### src/rtl/kyogenrv_avm_pkg.sv
// Shared types and default widths for the KyogenRV Avalon-MM arbiter.
package kyogenrv_avm_pkg;

    typedef enum logic {
        REQ_I = 1'b0,
        REQ_D = 1'b1
    } req_id_t;

    typedef enum logic [1:0] {
        IDLE  = 2'd0,
        GNT_I = 2'd1,
        GNT_D = 2'd2
    } arb_state_t;

    localparam int unsigned DEF_ADDR_W          = 32;
    localparam int unsigned DEF_DATA_W          = 32;
    localparam int unsigned DEF_MAX_OUTSTANDING = 4;

endpackage

### src/rtl/kyogenrv_avm_arbiter_if.sv
// Bus bundle for the arbiter: imem and dmem requester ports plus the shared master port.
// Modport master is the arbiter's view; modport slave is the CPU/interconnect side.
interface kyogenrv_avm_arbiter_if
    import kyogenrv_avm_pkg::*;
#(
    parameter int unsigned ADDR_W = DEF_ADDR_W,
    parameter int unsigned DATA_W = DEF_DATA_W
);

    logic                  i_read;
    logic [ADDR_W-1:0]     i_address;
    logic                  i_waitrequest;
    logic [DATA_W-1:0]     i_readdata;
    logic                  i_readdatavalid;

    logic                  d_read;
    logic                  d_write;
    logic [ADDR_W-1:0]     d_address;
    logic [DATA_W-1:0]     d_writedata;
    logic [DATA_W/8-1:0]   d_byteenable;
    logic                  d_waitrequest;
    logic [DATA_W-1:0]     d_readdata;
    logic                  d_readdatavalid;

    logic [ADDR_W-1:0]     m_address;
    logic                  m_read;
    logic                  m_write;
    logic [DATA_W-1:0]     m_writedata;
    logic [DATA_W/8-1:0]   m_byteenable;
    logic                  m_waitrequest;
    logic [DATA_W-1:0]     m_readdata;
    logic                  m_readdatavalid;

    modport master (
        input  i_read, i_address,
        output i_waitrequest, i_readdata, i_readdatavalid,
        input  d_read, d_write, d_address, d_writedata, d_byteenable,
        output d_waitrequest, d_readdata, d_readdatavalid,
        output m_address, m_read, m_write, m_writedata, m_byteenable,
        input  m_waitrequest, m_readdata, m_readdatavalid
    );

    modport slave (
        output i_read, i_address,
        input  i_waitrequest, i_readdata, i_readdatavalid,
        output d_read, d_write, d_address, d_writedata, d_byteenable,
        input  d_waitrequest, d_readdata, d_readdatavalid,
        input  m_address, m_read, m_write, m_writedata, m_byteenable,
        output m_waitrequest, m_readdata, m_readdatavalid
    );

endinterface

### src/rtl/kyogenrv_id_fifo.sv
// Small synchronous FIFO of requester IDs recording the issue order of outstanding reads.
module kyogenrv_id_fifo
    import kyogenrv_avm_pkg::*;
#(
    parameter int unsigned DEPTH = DEF_MAX_OUTSTANDING,
    localparam int unsigned PTR_W = $clog2(DEPTH),
    localparam int unsigned CNT_W = PTR_W + 1
) (
    input  logic             clock,
    input  logic             reset,
    input  logic             push,
    input  req_id_t          push_id,
    input  logic             pop,
    output req_id_t          head,
    output logic [CNT_W-1:0] count,
    output logic             full,
    output logic             empty
);

    req_id_t          mem_q [DEPTH];
    req_id_t          mem_d [DEPTH];
    logic [PTR_W-1:0] wr_ptr_q, wr_ptr_d;
    logic [PTR_W-1:0] rd_ptr_q, rd_ptr_d;
    logic [CNT_W-1:0] count_q, count_d;
    logic             do_push, do_pop;

    assign full  = (count_q == CNT_W'(DEPTH));
    assign empty = (count_q == '0);
    assign count = count_q;
    assign head  = mem_q[rd_ptr_q];

    always_comb begin
        mem_d    = mem_q;
        wr_ptr_d = wr_ptr_q;
        rd_ptr_d = rd_ptr_q;
        count_d  = count_q;
        do_push  = push & ~full;
        do_pop   = pop & ~empty;
        if (do_push) begin
            mem_d[wr_ptr_q] = push_id;
            wr_ptr_d        = wr_ptr_q + 1'b1;
        end
        if (do_pop) begin
            rd_ptr_d = rd_ptr_q + 1'b1;
        end
        // Pointers wrap naturally because DEPTH is a power of two.
        case ({do_push, do_pop})
            2'b10:   count_d = count_q + 1'b1;
            2'b01:   count_d = count_q - 1'b1;
            default: count_d = count_q;
        endcase
    end

    always_ff @(posedge clock) begin
        if (reset) begin
            wr_ptr_q <= '0;
            rd_ptr_q <= '0;
            count_q  <= '0;
        end else begin
            wr_ptr_q <= wr_ptr_d;
            rd_ptr_q <= rd_ptr_d;
            count_q  <= count_d;
        end
    end

    always_ff @(posedge clock) begin
        mem_q <= mem_d;
    end

endmodule

### src/rtl/kyogenrv_avm_arbiter.sv
// Shares one Avalon-MM master between the KyogenRV imem (read-only) and dmem requesters.
// Define KRV_AVM_ARB_RR_EN for round-robin arbitration; default is fixed dmem-over-imem.
module kyogenrv_avm_arbiter
    import kyogenrv_avm_pkg::*;
#(
    parameter int unsigned ADDR_W          = DEF_ADDR_W,
    parameter int unsigned DATA_W          = DEF_DATA_W,
    parameter int unsigned MAX_OUTSTANDING = DEF_MAX_OUTSTANDING
) (
    input  logic                   clock,
    input  logic                   reset,
    kyogenrv_avm_arbiter_if.master bus,
    output logic                   err_unexpected_rdv
);

    localparam int unsigned CNT_W = $clog2(MAX_OUTSTANDING) + 1;

    arb_state_t       state_q, state_d;
    logic             err_q, err_d;
    logic             fifo_push, fifo_pop, fifo_full, fifo_empty;
    req_id_t          fifo_push_id, fifo_head;
    logic [CNT_W-1:0] fifo_count;
    logic             unused_fifo_count;
    logic             d_is_write, d_elig, i_elig, prefer_d, rsp_valid;

    assign unused_fifo_count = ^fifo_count;

    kyogenrv_id_fifo #(
        .DEPTH (MAX_OUTSTANDING)
    ) u_id_fifo (
        .clock   (clock),
        .reset   (reset),
        .push    (fifo_push),
        .push_id (fifo_push_id),
        .pop     (fifo_pop),
        .head    (fifo_head),
        .count   (fifo_count),
        .full    (fifo_full),
        .empty   (fifo_empty)
    );

    // A simultaneous read+write from dmem is treated as a write.
    assign d_is_write = bus.d_write;
    assign d_elig     = d_is_write | (bus.d_read & ~fifo_full);
    assign i_elig     = bus.i_read & ~fifo_full;

`ifdef KRV_AVM_ARB_RR_EN
    req_id_t last_grant_q, last_grant_d;

    assign prefer_d = (last_grant_q == REQ_I);

    always_ff @(posedge clock) begin
        if (reset) last_grant_q <= REQ_I;
        else       last_grant_q <= last_grant_d;
    end

    always_comb begin
        last_grant_d = last_grant_q;
        if (state_q == IDLE) begin
            if (state_d == GNT_D)      last_grant_d = REQ_D;
            else if (state_d == GNT_I) last_grant_d = REQ_I;
        end
    end
`else
    assign prefer_d = 1'b1;
`endif

    always_comb begin
        state_d           = state_q;
        bus.m_read        = 1'b0;
        bus.m_write       = 1'b0;
        bus.m_address     = {ADDR_W{1'b0}};
        bus.m_writedata   = {DATA_W{1'b0}};
        bus.m_byteenable  = {(DATA_W/8){1'b0}};
        bus.i_waitrequest = bus.i_read;
        bus.d_waitrequest = bus.d_read | bus.d_write;
        fifo_push         = 1'b0;
        fifo_push_id      = REQ_I;
        case (state_q)
            IDLE: begin
                if (d_elig && (!i_elig || prefer_d)) state_d = GNT_D;
                else if (i_elig)                     state_d = GNT_I;
            end
            GNT_I: begin
                bus.m_read       = 1'b1;
                bus.m_address    = bus.i_address;
                bus.m_byteenable = {(DATA_W/8){1'b1}};
                if (!bus.m_waitrequest) begin
                    bus.i_waitrequest = 1'b0;
                    fifo_push         = 1'b1;
                    fifo_push_id      = REQ_I;
                    state_d           = IDLE;
                end
            end
            GNT_D: begin
                bus.m_write      = d_is_write;
                bus.m_read       = bus.d_read & ~d_is_write;
                bus.m_address    = bus.d_address;
                bus.m_writedata  = bus.d_writedata;
                bus.m_byteenable = bus.d_byteenable;
                if (!bus.m_waitrequest) begin
                    bus.d_waitrequest = 1'b0;
                    fifo_push         = bus.d_read & ~d_is_write;
                    fifo_push_id      = REQ_D;
                    state_d           = IDLE;
                end
            end
            default: state_d = IDLE;
        endcase
    end

    // Responses come back in issue order; the FIFO head names their owner.
    assign rsp_valid           = bus.m_readdatavalid & ~fifo_empty;
    assign fifo_pop            = rsp_valid;
    assign bus.i_readdata      = bus.m_readdata;
    assign bus.d_readdata      = bus.m_readdata;
    assign bus.i_readdatavalid = rsp_valid & (fifo_head == REQ_I);
    assign bus.d_readdatavalid = rsp_valid & (fifo_head == REQ_D);

    assign err_d              = err_q | (bus.m_readdatavalid & fifo_empty);
    assign err_unexpected_rdv = err_q;

    always_ff @(posedge clock) begin
        if (reset) begin
            state_q <= IDLE;
            err_q   <= 1'b0;
        end else begin
            state_q <= state_d;
            err_q   <= err_d;
        end
    end

endmodule

### src/flat_wrapper.sv
// flat-port wrapper written by rule: the top's interface ports become plain ports
module kyogenrv_avm_arbiter_flat import kyogenrv_avm_pkg::*;
#(
    parameter int unsigned ADDR_W          = DEF_ADDR_W,
    parameter int unsigned DATA_W          = DEF_DATA_W,
    parameter int unsigned MAX_OUTSTANDING = DEF_MAX_OUTSTANDING
)
  (clock, reset, err_unexpected_rdv, bus_i_read, bus_i_address, bus_i_waitrequest, bus_i_readdata, bus_i_readdatavalid, bus_d_read, bus_d_write, bus_d_address, bus_d_writedata, bus_d_byteenable, bus_d_waitrequest, bus_d_readdata, bus_d_readdatavalid, bus_m_address, bus_m_read, bus_m_write, bus_m_writedata, bus_m_byteenable, bus_m_waitrequest, bus_m_readdata, bus_m_readdatavalid);
  kyogenrv_avm_arbiter_if #(.ADDR_W(ADDR_W), .DATA_W(DATA_W)) bus_i ();
  input  logic clock;
  input  logic reset;
  output logic err_unexpected_rdv;
  input wire logic [$bits(bus_i.i_read)-1:0] bus_i_read;
  input wire logic [$bits(bus_i.i_address)-1:0] bus_i_address;
  output wire logic [$bits(bus_i.i_waitrequest)-1:0] bus_i_waitrequest;
  output wire logic [$bits(bus_i.i_readdata)-1:0] bus_i_readdata;
  output wire logic [$bits(bus_i.i_readdatavalid)-1:0] bus_i_readdatavalid;
  input wire logic [$bits(bus_i.d_read)-1:0] bus_d_read;
  input wire logic [$bits(bus_i.d_write)-1:0] bus_d_write;
  input wire logic [$bits(bus_i.d_address)-1:0] bus_d_address;
  input wire logic [$bits(bus_i.d_writedata)-1:0] bus_d_writedata;
  input wire logic [$bits(bus_i.d_byteenable)-1:0] bus_d_byteenable;
  output wire logic [$bits(bus_i.d_waitrequest)-1:0] bus_d_waitrequest;
  output wire logic [$bits(bus_i.d_readdata)-1:0] bus_d_readdata;
  output wire logic [$bits(bus_i.d_readdatavalid)-1:0] bus_d_readdatavalid;
  output wire logic [$bits(bus_i.m_address)-1:0] bus_m_address;
  output wire logic [$bits(bus_i.m_read)-1:0] bus_m_read;
  output wire logic [$bits(bus_i.m_write)-1:0] bus_m_write;
  output wire logic [$bits(bus_i.m_writedata)-1:0] bus_m_writedata;
  output wire logic [$bits(bus_i.m_byteenable)-1:0] bus_m_byteenable;
  input wire logic [$bits(bus_i.m_waitrequest)-1:0] bus_m_waitrequest;
  input wire logic [$bits(bus_i.m_readdata)-1:0] bus_m_readdata;
  input wire logic [$bits(bus_i.m_readdatavalid)-1:0] bus_m_readdatavalid;
  assign bus_i.i_read = bus_i_read;
  assign bus_i.i_address = bus_i_address;
  assign bus_i_waitrequest = bus_i.i_waitrequest;
  assign bus_i_readdata = bus_i.i_readdata;
  assign bus_i_readdatavalid = bus_i.i_readdatavalid;
  assign bus_i.d_read = bus_d_read;
  assign bus_i.d_write = bus_d_write;
  assign bus_i.d_address = bus_d_address;
  assign bus_i.d_writedata = bus_d_writedata;
  assign bus_i.d_byteenable = bus_d_byteenable;
  assign bus_d_waitrequest = bus_i.d_waitrequest;
  assign bus_d_readdata = bus_i.d_readdata;
  assign bus_d_readdatavalid = bus_i.d_readdatavalid;
  assign bus_m_address = bus_i.m_address;
  assign bus_m_read = bus_i.m_read;
  assign bus_m_write = bus_i.m_write;
  assign bus_m_writedata = bus_i.m_writedata;
  assign bus_m_byteenable = bus_i.m_byteenable;
  assign bus_i.m_waitrequest = bus_m_waitrequest;
  assign bus_i.m_readdata = bus_m_readdata;
  assign bus_i.m_readdatavalid = bus_m_readdatavalid;
  kyogenrv_avm_arbiter #(.ADDR_W(ADDR_W), .DATA_W(DATA_W), .MAX_OUTSTANDING(MAX_OUTSTANDING)) u_core (.clock(clock), .reset(reset), .bus(bus_i), .err_unexpected_rdv(err_unexpected_rdv));
endmodule
### config.mk
export PLATFORM = sky130hd
export DESIGN_NAME = kyogenrv_avm_arbiter_flat
export DESIGN_NICKNAME = d
export VERILOG_FILES = /design/src/rtl/kyogenrv_avm_pkg.sv /design/src/rtl/kyogenrv_avm_arbiter_if.sv /design/src/rtl/kyogenrv_id_fifo.sv /design/src/rtl/kyogenrv_avm_arbiter.sv /design/src/flat_wrapper.sv
export SDC_FILE = /design/constraint.sdc
export NUM_CORES = 1
export LEC_CHECK = 0
export CAP_MARGIN = 10
export CORE_AREA = 4 4 105 107
export CTS_BUF_LIST = sky130_fd_sc_hd__clkbuf_4 sky130_fd_sc_hd__clkbuf_8
export CTS_CLUSTER_DIAMETER = 60
export CTS_CLUSTER_SIZE = 10
export DETAILED_ROUTE_END_ITERATION = 6
export DIE_AREA = 0 0 109 111
export MAX_ROUTING_LAYER = met4
export PLACE_DENSITY = 0.75
export SLEW_MARGIN = 10
export SYNTH_ARGS = -nofsm -noshare
export SYNTH_HDL_FRONTEND = slang
export SYNTH_SLANG_ARGS = --single-unit
### constraint.sdc
create_clock -name clock -period 6.4 [get_ports clock]
set_input_delay 1.92 -clock clock [delete_from_list [all_inputs] [get_ports clock]]
set_output_delay 1.92 -clock clock [all_outputs]
set_load 0.03 [all_outputs]
==> results.ini <==
[place]
port_buffers = 181
hpwl_mm = 6.13
dp_slack_ns = 0.942
gp_congestion = 0.766
place_area_mm2 = 0.00352

[timing]
finalCriticalPeriod_ns = 5.45
slew_headroom_pct = 24.5
post-route-period-util_pct = 85.1
worst_slew_pin_slew_ns = 1.13
timing.fmax_mhz = 184
setup_viol = 0
drv_slew = 0
fin_skew_ns = 0.00193
setup_tns_ns = 0
rsz0062_at_grt = false
hold_viol = 0
finalWorstSetupSlack_ns = 0.952

[logic_synthesis]
synth_seq_cells = 14
synth_area_mm2 = 0.00207
syn-num-nets = 415
synth_cells = 267
syn_avg_cell_area_um2 = 7.77
ys.flop_type = dfxtp_1
yosysWarningCount = 0
synth-edff-count = 4
synth_cell_types = 37
ys_seq_area_share_pct = 15.4
asyncSetResetFlopFracSynth_pct = 0

[critical_path]
critPathKind = input pin to output pin
end_kind = output pin
critPathLaunchType = input pin
crit_top_cell = clkdlybuf4s50_1
worst-endpoint-arrival_ns = 3.53
crit_required_ns = 4.48
crit_chain = clkdlybuf4s50_1 > and3b_1 > o21a_1 > clkdlybuf4s50_1
cp_max_fo = 5
cp_slowest_cell = clkdlybuf4s50_1
cp_slowest_stage_delay_ns = 0.72

[clock_tree]
cts_buffers = 3
clkSinkCount = 14
insertion_delay_ns = 0.24
post_cts_buffers = 0
holdBufCountCts = 0
clockBufferDepth = 2
clkTransAtPathRegs_ns = 0.06
cts_tree = done
htreeDepth = 1
cts_resized = 0
root_buffer = clkbuf_8

[floorplanning]
die_h_um = 111
start_util_pct = 20.5
die_w_um = 109
rows = 37
dieArea_mm2 = 0.0121
num_io_pins = 278
core-area_mm2 = 0.0101

[route]
post-route-drc-count = 0
via_per_inst = 4.19
vias = 2126
avgRoutedWirePerCell_um = 14.5
routed_wl_mm = 7.35
ant_nets = 0
drt_iter0_drc = 90
drtPass1Iterations = 4

[final_layout]
antennaDiodeCount = 0
area_growth_pct = 72.4
drive_gt1_share_pct = 4.57
fin_area_mm2 = 0.00358
final_common_cell = clkdlybuf4s50_1
nets = 521
layout_common_cells = clkdlybuf4s50_1, nor2b_1, and2_1

[global_routing]
grt_max_degree = 72
grt_pass1_wl_mm = 11.3
antenna_found_initial = 0
grt_pass1_vias = 2339
track_usage_pct = 11.7
grt_overflow_total = 0

[pwr]
vdd_drop_max_mv = 0.103
powerDensity_mw_per_mm2 = 128
power.total_mw = 0.458
p_leak_nw = 1.23

[run]
drv_cap = 0

[min_path]
hold_class = flop to flop

[run_status]
status = finished clean

critical path, delay by kind of cell:
kind / cells / cell delay, ns
buf+inv: 2 / 1.19
simple gates: 1 / 0.29
compound gates: 1 / 0.13
flip-flops by register name (all words and copies together) (netlist names):
signal,count
u_core.u_id_fifo.mem_q,4
u_core.u_id_fifo.count,3
u_core.state_q,2
u_core.u_id_fifo.rd_ptr_q,2
u_core.u_id_fifo.wr_ptr_q,2
u_core.err_unexpected_rdv,1
metrics by stage:
stage | utilization [%] | hold WS, ns | std cells
6_report | 35.3 | 0.476 | 508
5_1_grt | 35.3 | 0.519 | 508
4_1_cts | 35.3 | 0.476 | 508
3_5_place_dp | 34.7 | 0.460 | 504
3_3_place_gp | 34.7 | 0.455 | 504
2_1_floorplan | - | 0.458 | 267
routing by layer:
layer / share of wire, % / up-vias / track usage, %
met5: 0 / - / -
met4: 0.86 / 0 / 1.60
met3: 8.1 / 10 / 3.44
met2: 54 / 125 / 21.7
met1: 37 / 955 / 12.2
li1: - / 1036 / -
cells in the mapped netlist (3+ instances only):
cell type | instances | share of area [%]
dfxtp_1 | 10 | 9.7
a22oi_1 | 32 | 12
buf_1 | 3 | 0.54
a21oi_1 | 8 | 1.9
xor2_1 | 4 | 1.7
nor2_1 | 11 | 2.0
edfxtp_1 | 4 | 5.8
and2_2 | 4 | 1.4
buf_4 | 64 | 23
ha_1 | 8 | 4.8
and2_1 | 33 | 10
clkbuf_1 | 13 | 2.4
nor2b_1 | 38 | 11
inv_1 | 10 | 1.8
nand2b_1 | 3 | 0.90
final cells by class:
| type | instances | area, um2 |
|---|---|---|
| multi-input cells | 162 | 1170 |
| well taps | 136 | 170 |
| fillers | 1030 | 6560 |
| inverters | 10 | 37.5 |
| repair buffers | 182 | 1820 |
| clock buffers | 4 | 55.1 |
| flip-flops and latches | 14 | 320 |
logic make-up (layout without fill, tap and decap cells):
kind of cell | after synthesis | count (layout) | share of synthesized area [%]
xor gates and xnor gates | 4 | 4 | 1.69
muxes | 3 | 3 | 2.29
adders and majority gates | 9 | 9 | 5.79
DFF | 14 | 14 | 15.4
buffers and inverters | 91 | 196 | 28.1
and+or+nand+nor | 96 | 96 | 28.4
AOI/OAI and AO/OA | 50 | 50 | 18.3
final timing paths:
| kind | startpoint | end | slack, ns | cells past startpoint |
|---|---|---|---|---|
| setup / recovery | bus_d_write | bus_m_read | 0.95 | 4 |
| hold reg to reg | u_core.err_unexpected_rdv | u_core.err_unexpected_rdv | 0.48 | 2 |
| setup reg to reg | u_core.state_q[0] | u_core.u_id_fifo.count[2] | 3.21 | 11 |
| hold / removal | u_core.err_unexpected_rdv | u_core.err_unexpected_rdv | 0.48 | 2 |
power by group:
group	internal [mW]	switching, mW	leakage (nW)
clock network	0.0544	0.0314	0.0288
logic	0.143	0.133	1.09
registers	0.0937	0.00218	0.118
total	0.291	0.167	1.23
Power figures use the tool's default switching activity.
